$ cat src/rtl/mem_port_arbiter_pkg.sv
// Shared definitions for the data-memory port arbiter:
// RV funct3 encodings, arbiter FSM states and the access-size helper.
package rv32i_pkg;

  localparam logic [2:0] F3_B  = 3'b000;
  localparam logic [2:0] F3_H  = 3'b001;
  localparam logic [2:0] F3_W  = 3'b010;
  localparam logic [2:0] F3_D  = 3'b011;
  localparam logic [2:0] F3_BU = 3'b100;
  localparam logic [2:0] F3_HU = 3'b101;
  localparam logic [2:0] F3_WU = 3'b110;

  typedef enum logic [1:0] {
    IDLE   = 2'd0,
    RSP_IF = 2'd1,
    RSP_LS = 2'd2
  } arb_state_t;

  // Access size in bytes; 0 marks an encoding with no legal size (funct3 = 111).
  function automatic logic [3:0] access_size_f(input logic [2:0] f3);
    case (f3)
      F3_B, F3_BU: access_size_f = 4'd1;
      F3_H, F3_HU: access_size_f = 4'd2;
      F3_W, F3_WU: access_size_f = 4'd4;
      F3_D:        access_size_f = 4'd8;
      default:     access_size_f = 4'd0;
    endcase
  endfunction

endpackage

$ cat src/rtl/mem_port_arbiter_if.sv
// Bus bundle between the two requesters (IF, LSU), the arbiter and the data memory.
// Handshake: a request transfers in the cycle where *_req_valid & *_req_ready are both 1;
// a requester that sees ready = 0 keeps valid and its request fields stable. Responses
// are single-cycle pulses one cycle after the transfer and cannot be back-pressured.
// The slave modport is the arbiter's view; master is the requester/memory side.
interface mem_port_arbiter_if #(
  parameter int ADDR_W = 32,
  parameter int MEM_AW = 15,
  parameter int DATA_W = 64
);
  logic              if_req_valid;
  logic              if_req_ready;
  logic [ADDR_W-1:0] if_req_addr;
  logic              if_rsp_valid;
  logic [31:0]       if_rsp_data;
  logic              if_rsp_err;

  logic              ls_req_valid;
  logic              ls_req_ready;
  logic              ls_req_we;
  logic [2:0]        ls_req_funct3;
  logic [ADDR_W-1:0] ls_req_addr;
  logic [DATA_W-1:0] ls_req_wdata;
  logic              ls_rsp_valid;
  logic [DATA_W-1:0] ls_rsp_data;
  logic              ls_rsp_err;

  logic [MEM_AW-1:0] mem_addr;
  logic              mem_wr_en;
  logic [7:0]        mem_byte_en;
  logic [DATA_W-1:0] mem_wr_data;
  logic [DATA_W-1:0] mem_rd_data;

  modport slave (
    input  if_req_valid, if_req_addr,
    output if_req_ready, if_rsp_valid, if_rsp_data, if_rsp_err,
    input  ls_req_valid, ls_req_we, ls_req_funct3, ls_req_addr, ls_req_wdata,
    output ls_req_ready, ls_rsp_valid, ls_rsp_data, ls_rsp_err,
    output mem_addr, mem_wr_en, mem_byte_en, mem_wr_data,
    input  mem_rd_data
  );

  modport master (
    output if_req_valid, if_req_addr,
    input  if_req_ready, if_rsp_valid, if_rsp_data, if_rsp_err,
    output ls_req_valid, ls_req_we, ls_req_funct3, ls_req_addr, ls_req_wdata,
    input  ls_req_ready, ls_rsp_valid, ls_rsp_data, ls_rsp_err,
    input  mem_addr, mem_wr_en, mem_byte_en, mem_wr_data,
    output mem_rd_data
  );
endinterface

$ cat src/rtl/mem_lane_align.sv
// Byte-lane alignment for a 64-bit memory word: from the low address bits and funct3
// it produces byte enables, the misalignment flag, lane-shifted store data and the
// extracted, sign/zero-extended load data. Purely combinational.
module mem_lane_align
  import rv32i_pkg::*;
(
  input  logic [2:0]  addr_lo,
  input  logic [2:0]  funct3,
  input  logic [63:0] wdata,
  input  logic [63:0] rd_data,
  output logic [7:0]  byte_en,
  output logic        misaligned,
  output logic [63:0] wr_data,
  output logic [63:0] rd_ext
);

  logic [3:0]  size;
  logic [7:0]  mask;
  logic [63:0] rd_sh;
  logic        sgn;

  // Size decode, alignment test, lane shifts and load extension.
  always_comb begin
    size = access_size_f(funct3);
    case (size)
      4'd1:    mask = 8'h01;
      4'd2:    mask = 8'h03;
      4'd4:    mask = 8'h0F;
      4'd8:    mask = 8'hFF;
      default: mask = 8'h00;
    endcase
    // size-1 over three bits is 7 for doublewords, so the low-bit test covers every size.
    misaligned = (size == 4'd0) || ((addr_lo & (size[2:0] - 3'd1)) != 3'd0);
    byte_en    = misaligned ? 8'h00 : (mask << addr_lo);
    wr_data    = wdata << {addr_lo, 3'b000};
    rd_sh      = rd_data >> {addr_lo, 3'b000};
    // Unsigned variants (BU/HU/WU) all have funct3[2] set.
    sgn        = ~funct3[2];
    case (size)
      4'd1:    rd_ext = {{56{sgn & rd_sh[7]}},  rd_sh[7:0]};
      4'd2:    rd_ext = {{48{sgn & rd_sh[15]}}, rd_sh[15:0]};
      4'd4:    rd_ext = {{32{sgn & rd_sh[31]}}, rd_sh[31:0]};
      default: rd_ext = rd_sh;
    endcase
    if (misaligned) rd_ext = 64'd0;
  end

endmodule

$ cat src/rtl/mem_port_arbiter.sv
// Shares the single data-memory port between instruction fetch and the LSU.
// Memory reads are asynchronous and writes synchronous, so every access is issued
// in its accept cycle and answered by a registered pulse one cycle later.
// Build option MEM_ARB_RR_EN: round-robin arbitration on simultaneous requests;
// without it the LSU has fixed priority over fetch.
module mem_port_arbiter
  import rv32i_pkg::*;
#(
  parameter int ADDR_W = 32,
  parameter int MEM_AW = 15,
  parameter int DATA_W = 64
) (
  input  logic         clk,
  input  logic         rst,
  mem_port_arbiter_if.slave bus,
  output arb_state_t   state_dbg
);

  logic              gnt_if;
  logic              gnt_ls;
  logic [ADDR_W-1:0] sel_addr;
  logic [2:0]        sel_f3;
  logic [7:0]        al_be;
  logic              al_mis;
  logic [63:0]       al_wr_data;
  logic [63:0]       al_rd_ext;
  logic              unused_addr_hi;

  arb_state_t        state;
  logic              if_rsp_valid_q;
  logic [31:0]       if_rsp_data_q;
  logic              if_rsp_err_q;
  logic              ls_rsp_valid_q;
  logic [63:0]       ls_rsp_data_q;
  logic              ls_rsp_err_q;

`ifdef MEM_ARB_RR_EN
  logic rr_last_ls;  // 1 = most recent accept went to the LSU

  // Round-robin grant: on a tie the requester that did not win last time goes.
  always_comb begin
    gnt_if = 1'b0;
    gnt_ls = 1'b0;
    if (!rst) begin
      if (bus.ls_req_valid && bus.if_req_valid) begin
        gnt_if = rr_last_ls;
        gnt_ls = ~rr_last_ls;
      end else begin
        gnt_ls = bus.ls_req_valid;
        gnt_if = bus.if_req_valid;
      end
    end
  end
`else
  // Fixed-priority grant: fetch only wins when the LSU is silent. Nothing is granted in reset.
  always_comb begin
    gnt_ls = ~rst & bus.ls_req_valid;
    gnt_if = ~rst & bus.if_req_valid & ~bus.ls_req_valid;
  end
`endif

  // Steer the winning request into the lane aligner; a fetch is an unsigned word access.
  always_comb begin
    sel_addr = gnt_if ? bus.if_req_addr : bus.ls_req_addr;
    sel_f3   = gnt_if ? F3_WU : bus.ls_req_funct3;
  end

  mem_lane_align u_align (
    .addr_lo    (sel_addr[2:0]),
    .funct3     (sel_f3),
    .wdata      (bus.ls_req_wdata),
    .rd_data    (bus.mem_rd_data),
    .byte_en    (al_be),
    .misaligned (al_mis),
    .wr_data    (al_wr_data),
    .rd_ext     (al_rd_ext)
  );

  // Address bits above the memory size simply wrap.
  assign unused_addr_hi   = ^sel_addr[ADDR_W-1:MEM_AW];

  assign bus.if_req_ready = gnt_if;
  assign bus.ls_req_ready = gnt_ls;
  assign bus.mem_addr     = {sel_addr[MEM_AW-1:3], 3'b000};
  assign bus.mem_byte_en  = (gnt_if | gnt_ls) ? al_be : 8'h00;
  assign bus.mem_wr_en    = gnt_ls & bus.ls_req_we & ~al_mis;
  assign bus.mem_wr_data  = al_wr_data;

  // Arbiter FSM with the response registers: capture the access result for the next cycle.
  always_ff @(posedge clk) begin
    if (rst) begin
      state          <= IDLE;
      if_rsp_valid_q <= 1'b0;
      if_rsp_data_q  <= 32'd0;
      if_rsp_err_q   <= 1'b0;
      ls_rsp_valid_q <= 1'b0;
      ls_rsp_data_q  <= 64'd0;
      ls_rsp_err_q   <= 1'b0;
`ifdef MEM_ARB_RR_EN
      rr_last_ls     <= 1'b1;
`endif
    end else begin
      if (gnt_if)      state <= RSP_IF;
      else if (gnt_ls) state <= RSP_LS;
      else             state <= IDLE;
      if_rsp_valid_q <= gnt_if;
      if_rsp_err_q   <= gnt_if & al_mis;
      if_rsp_data_q  <= gnt_if ? al_rd_ext[31:0] : 32'd0;
      ls_rsp_valid_q <= gnt_ls;
      ls_rsp_err_q   <= gnt_ls & al_mis;
      ls_rsp_data_q  <= (gnt_ls && !bus.ls_req_we) ? al_rd_ext : 64'd0;
`ifdef MEM_ARB_RR_EN
      if (gnt_if | gnt_ls) rr_last_ls <= gnt_ls;
`endif
    end
  end

  assign bus.if_rsp_valid = if_rsp_valid_q;
  assign bus.if_rsp_data  = if_rsp_data_q;
  assign bus.if_rsp_err   = if_rsp_err_q;
  assign bus.ls_rsp_valid = ls_rsp_valid_q;
  assign bus.ls_rsp_data  = ls_rsp_data_q;
  assign bus.ls_rsp_err   = ls_rsp_err_q;
  assign state_dbg        = state;

endmodule

$ cat src/flat_wrapper.sv
// flat-port wrapper written by rule: the top's interface ports become plain ports
module mem_port_arbiter_flat import rv32i_pkg::*;
#(
  parameter int ADDR_W = 32,
  parameter int MEM_AW = 15,
  parameter int DATA_W = 64
)
  (clk, rst, state_dbg, bus_if_req_valid, bus_if_req_addr, bus_if_req_ready, bus_if_rsp_valid, bus_if_rsp_data, bus_if_rsp_err, bus_ls_req_valid, bus_ls_req_we, bus_ls_req_funct3, bus_ls_req_addr, bus_ls_req_wdata, bus_ls_req_ready, bus_ls_rsp_valid, bus_ls_rsp_data, bus_ls_rsp_err, bus_mem_addr, bus_mem_wr_en, bus_mem_byte_en, bus_mem_wr_data, bus_mem_rd_data);
  mem_port_arbiter_if #(.ADDR_W(ADDR_W), .MEM_AW(MEM_AW), .DATA_W(DATA_W)) bus_i ();
  input  logic clk;
  input  logic rst;
  output arb_state_t state_dbg;
  input wire logic [$bits(bus_i.if_req_valid)-1:0] bus_if_req_valid;
  input wire logic [$bits(bus_i.if_req_addr)-1:0] bus_if_req_addr;
  output wire logic [$bits(bus_i.if_req_ready)-1:0] bus_if_req_ready;
  output wire logic [$bits(bus_i.if_rsp_valid)-1:0] bus_if_rsp_valid;
  output wire logic [$bits(bus_i.if_rsp_data)-1:0] bus_if_rsp_data;
  output wire logic [$bits(bus_i.if_rsp_err)-1:0] bus_if_rsp_err;
  input wire logic [$bits(bus_i.ls_req_valid)-1:0] bus_ls_req_valid;
  input wire logic [$bits(bus_i.ls_req_we)-1:0] bus_ls_req_we;
  input wire logic [$bits(bus_i.ls_req_funct3)-1:0] bus_ls_req_funct3;
  input wire logic [$bits(bus_i.ls_req_addr)-1:0] bus_ls_req_addr;
  input wire logic [$bits(bus_i.ls_req_wdata)-1:0] bus_ls_req_wdata;
  output wire logic [$bits(bus_i.ls_req_ready)-1:0] bus_ls_req_ready;
  output wire logic [$bits(bus_i.ls_rsp_valid)-1:0] bus_ls_rsp_valid;
  output wire logic [$bits(bus_i.ls_rsp_data)-1:0] bus_ls_rsp_data;
  output wire logic [$bits(bus_i.ls_rsp_err)-1:0] bus_ls_rsp_err;
  output wire logic [$bits(bus_i.mem_addr)-1:0] bus_mem_addr;
  output wire logic [$bits(bus_i.mem_wr_en)-1:0] bus_mem_wr_en;
  output wire logic [$bits(bus_i.mem_byte_en)-1:0] bus_mem_byte_en;
  output wire logic [$bits(bus_i.mem_wr_data)-1:0] bus_mem_wr_data;
  input wire logic [$bits(bus_i.mem_rd_data)-1:0] bus_mem_rd_data;
  assign bus_i.if_req_valid = bus_if_req_valid;
  assign bus_i.if_req_addr = bus_if_req_addr;
  assign bus_if_req_ready = bus_i.if_req_ready;
  assign bus_if_rsp_valid = bus_i.if_rsp_valid;
  assign bus_if_rsp_data = bus_i.if_rsp_data;
  assign bus_if_rsp_err = bus_i.if_rsp_err;
  assign bus_i.ls_req_valid = bus_ls_req_valid;
  assign bus_i.ls_req_we = bus_ls_req_we;
  assign bus_i.ls_req_funct3 = bus_ls_req_funct3;
  assign bus_i.ls_req_addr = bus_ls_req_addr;
  assign bus_i.ls_req_wdata = bus_ls_req_wdata;
  assign bus_ls_req_ready = bus_i.ls_req_ready;
  assign bus_ls_rsp_valid = bus_i.ls_rsp_valid;
  assign bus_ls_rsp_data = bus_i.ls_rsp_data;
  assign bus_ls_rsp_err = bus_i.ls_rsp_err;
  assign bus_mem_addr = bus_i.mem_addr;
  assign bus_mem_wr_en = bus_i.mem_wr_en;
  assign bus_mem_byte_en = bus_i.mem_byte_en;
  assign bus_mem_wr_data = bus_i.mem_wr_data;
  assign bus_i.mem_rd_data = bus_mem_rd_data;
  mem_port_arbiter #(.ADDR_W(ADDR_W), .MEM_AW(MEM_AW), .DATA_W(DATA_W)) u_core (.clk(clk), .rst(rst), .bus(bus_i), .state_dbg(state_dbg));
endmodule
$ cat config.mk
export PLATFORM = sky130hd
export DESIGN_NAME = mem_port_arbiter_flat
export DESIGN_NICKNAME = d
export VERILOG_FILES = /design/src/rtl/mem_port_arbiter_pkg.sv /design/src/rtl/mem_port_arbiter_if.sv /design/src/rtl/mem_lane_align.sv /design/src/rtl/mem_port_arbiter.sv /design/src/flat_wrapper.sv
export SDC_FILE = /design/constraint.sdc
export NUM_CORES = 1
export LEC_CHECK = 0
export CORE_AREA = 4 4 152 154
export DETAILED_ROUTE_END_ITERATION = 6
export DIE_AREA = 0 0 156 158
export GPL_TIMING_DRIVEN = 0
export PLACE_DENSITY = 0.72
export RECOVER_POWER = 50
export SLEW_MARGIN = 20
export SYNTH_ARGS = -nofsm -noshare
export SYNTH_HDL_FRONTEND = slang
export SYNTH_HIERARCHICAL = 1
export SYNTH_SLANG_ARGS = --single-unit
export TNS_END_PERCENT = 1
$ cat constraint.sdc
create_clock -name clk -period 3.25 [get_ports clk]
set_input_delay 0.325 -clock clk [delete_from_list [all_inputs] [get_ports clk]]
set_output_delay 0.325 -clock clk [all_outputs]
set_load 0.1 [all_outputs]
==> impl_metrics.toml <==
[run]
cap_violations = 0

[grt]
antenna_found_initial = 1
grt_pass1_wl_um = 55100
grt_use_met3_pct = 6.15
grt_max_degree = 18
grt_overflow = 0
use_met2_pct = 50.6
track_usage_pct = 29.3
grt_pass1_vias = 8966
top_usage_layer = "met2"
use_met1_pct = 35.5

[sta]
maxSlewHeadroom_pct = 32.1
max_freq_mhz = 312
rsz0062_at_grt = "yes"
setup_viol = 0
final-hold-violation-count = 0
fin_ws_ns = 0.0448
worstMarginPinSlew_ns = 1.01
slew_violations = 0
finalCriticalPeriod_ns = 3.21
fin_crit_sh_pct = 98.6

[clocking]
cts_max_level = 3
cts-root-buf = "clkbuf_16"
clk_pin_slew_ns = 0.07
clock-sinks = 101
cts_buffers = 9
cts_tree = "done"
clockBufferDepth = 2

[layout]
diodes = 0
post-route-util_pct = 60.2
area_growth_pct = 74.8
layout-drive-gt1-share_pct = 28.5
fin_nets = 1491

[route]
first_pass_iters = 7
drtIter0Drc = 680
totalWireLength_um = 37800
wl_per_cell_um = 24.0
postRouteAntennaNets = 0
vias = 8676
drc = 0
vias_per_cell = 5.52

[yosys]
avgSynthCellArea_um2 = 8.17
yosysWarnings = 6
ys_seq_elements = 101
ys.flop_type = "dfxtp_1"
ys_seq_area_share_pct = 27.1
synth_area_um2 = 7460
async_reset_ff_share_pct = 0
synthCells = 914
synth_edf_count = 0
ys_types = 45

[pwr]
ir_drop_mv = 0.261
p_comb_share_pct = 52.8
switching_share_pct = 43.4
p_per_area_nw_per_um2 = 389
p_leak_nw = 5.58
clkPwrFrac_pct = 22.4
power_switching_w = 0.00221
pwr-share-seq_pct = 24.8
cell_internal_pwr_w = 0.00287

[worst_setup_path]
setup.worst_path.start = "bus_ls_req_valid"
cp.required_ns = 2.92
critPathArrivalTime_ns = 2.88
path_max_fanout = 10
start_kind = "input port"
critPathKind = "in2out"
end_kind = "output port"

[floorplanning]
die_h_um = 158
dieArea_um2 = 24600
io_pins = 392
core-area_um2 = 21700
rows = 54
die_x_um = 156
start_util_pct = 34.4

[run_status]
status = "completed"

[placement]
dp_slack_ns = -2.70
hpwlAfterDp_um = 29900
io_buffers = 354
gp_congestion = 1.01

[worst_hold_path]
worst_hold_startpoint = "bus_ls_req_valid"
hp-class = "in2reg"
==> metal layers <==
metal	wire, um	vias to the layer above
li1	-	3920
met1	14500	4116
met2	18400	533
met3	3340	105
met4	1660	2
met5	13	-
==> through the flow <==
stage	cell area [um^2]	setup TNS [ns]	cells	hold WS [ns]	total power (W)
after floorplan	7880	-6.69	916	0.397	0.00295
after global routing	13100	-0.192	1573	0.225	0.00525
final	13100	0	1573	0.221	0.00508
after detailed placement	11800	-261.10	1550	0.967	0.00371
after global placement	11800	-260.41	1550	0.961	0.00370
after CTS	13000	-5.59	1570	0.403	0.00507
==> cells in the mapped netlist, types with 2 or more instances <==
cell	instances	area (um^2)
clkbuf_1	39	146
o22ai_1	19	119
a211o_1	6	52.6
or2_2	3	18.8
nor3_1	4	20.0
and2_1	113	707
o21ai_0	40	200
dfxtp_1	101	2020
mux2_2	51	574
o211ai_1	10	75.1
nor2b_1	20	125
a211oi_1	26	195
and3_1	12	75.1
clkbuf_2	6	30.0
a21oi_1	94	470
a2bb2oi_1	3	26.3
a21bo_2	3	30.0
buf_4	20	150
and3b_1	3	26.3
inv_1	3	11.3
buf_1	6	22.5
a21boi_0	2	15.0
nand2b_1	5	31.3
nor3b_4	2	37.5
mux2i_1	94	941
o2bb2ai_1	6	52.6
buf_6	5	56.3
mux4_2	16	360
ha_1	2	25.0
buf_2	22	110
nor2_1	107	402
nand2_1	58	218
==> sequential cells by signal, summed over array words and instances, names as in the netlist <==
register and cells:
u_core/bus.ls_rsp_valid 1, u_core/bus.ls_rsp_data 64, u_core/bus.ls_rsp_err 1, u_core/state_dbg 2, u_core/bus.if_rsp_err 1, u_core/bus.if_rsp_data 32
==> power by group through the flow <==
stage / Sequential, W / Combinational, W / Clock [W]
after global routing: 0.00126 / 0.00277 / 0.00122
after floorplan: 0.00142 / 0.00152 / 0
after detailed placement: 0.00129 / 0.00242 / 0
final: 0.00126 / 0.00268 / 0.00114
after global placement: 0.00129 / 0.00241 / 0
after CTS: 0.00126 / 0.00265 / 0.00116
==> critical path, cell delays in order <==
cell      delay (ns)
buf_4           0.14
nor3b_4         0.35
buf_6           0.17
mux2_2          0.40
buf_4           0.20
clkinv_2        0.16
nand2_2         0.15
clkbuf_8        0.25
clkbuf_8        0.23
o22ai_4         0.22
buf_6           0.25
==> cell type report <==
class                      instances  area (um^2)
buffer                            95          822
clock buffer                       9          225
clock inverter                     6         95.1
fill                            1914         8640
inverter                           5         28.8
multi-input combinational        712         5570
sequential                       101         2020
tap                              280          350
timing repair buffer             365         3940
==> cell usage in the layout (no fill, tap or decap), types with 8 or more instances in the layout <==
cell type        synthesis  layout
mux2i_1                 94      72
nor2_1                 107      91
nand2_1                 58      56
nor2b_1                 20      19
a211oi_1                26      14
clkdlybuf4s50_1          0     172
o211ai_1                10      10
and3_1                  12      12
clkbuf_8                 0       9
o22ai_4                  0      10
dfxtp_1                101     101
mux2_2                  51      44
clkbuf_16                0      11
o21ai_0                 40      19
buf_12                   0      30
and2_1                 113      96
mux4_2                  16      16
mux2i_2                  0      18
dlygate4sd3_1            0     106
clkbuf_2                 6      13
clkbuf_1                39      11
nor2_4                   0      10
buf_6                    5      45
a21oi_1                 94      87
o21ai_2                  0      16
and2_0                   0       8
buf_4                   20      52
clkbuf_4                 0       8
buf_8                    0       8
==> final timing paths <==
kind	end	cells past startpoint	slack (ns)
worst min-delay path	u_core/state_dbg[0]$_SDFF_PP0_	2	0.22
worst max-delay path	bus_mem_wr_data[34]	11	0.04
==> kinds of logic after synthesis <==
kind of cell	Yosys count	share of synthesized area [%]
flip-flops	101	27.1
adder cells (fa/ha/maj)	2	0.335
multiplexers	161	25.1
AND/OR/NAND/NOR	332	22.8
other	1	0.0502
buffers and inverters	103	7.16
AO/OA/AOI/OAI	214	17.4
==> what timing repair did <==
action,in CTS,in global routing
buffers inserted,8,3
gates resized for setup,735,27
hold buffers,0,0
setup endpoints to repair,183,125
hold endpoints to repair,0,0
pin swaps,7,4
No activity file was read; power rests on OpenSTA's default activity.
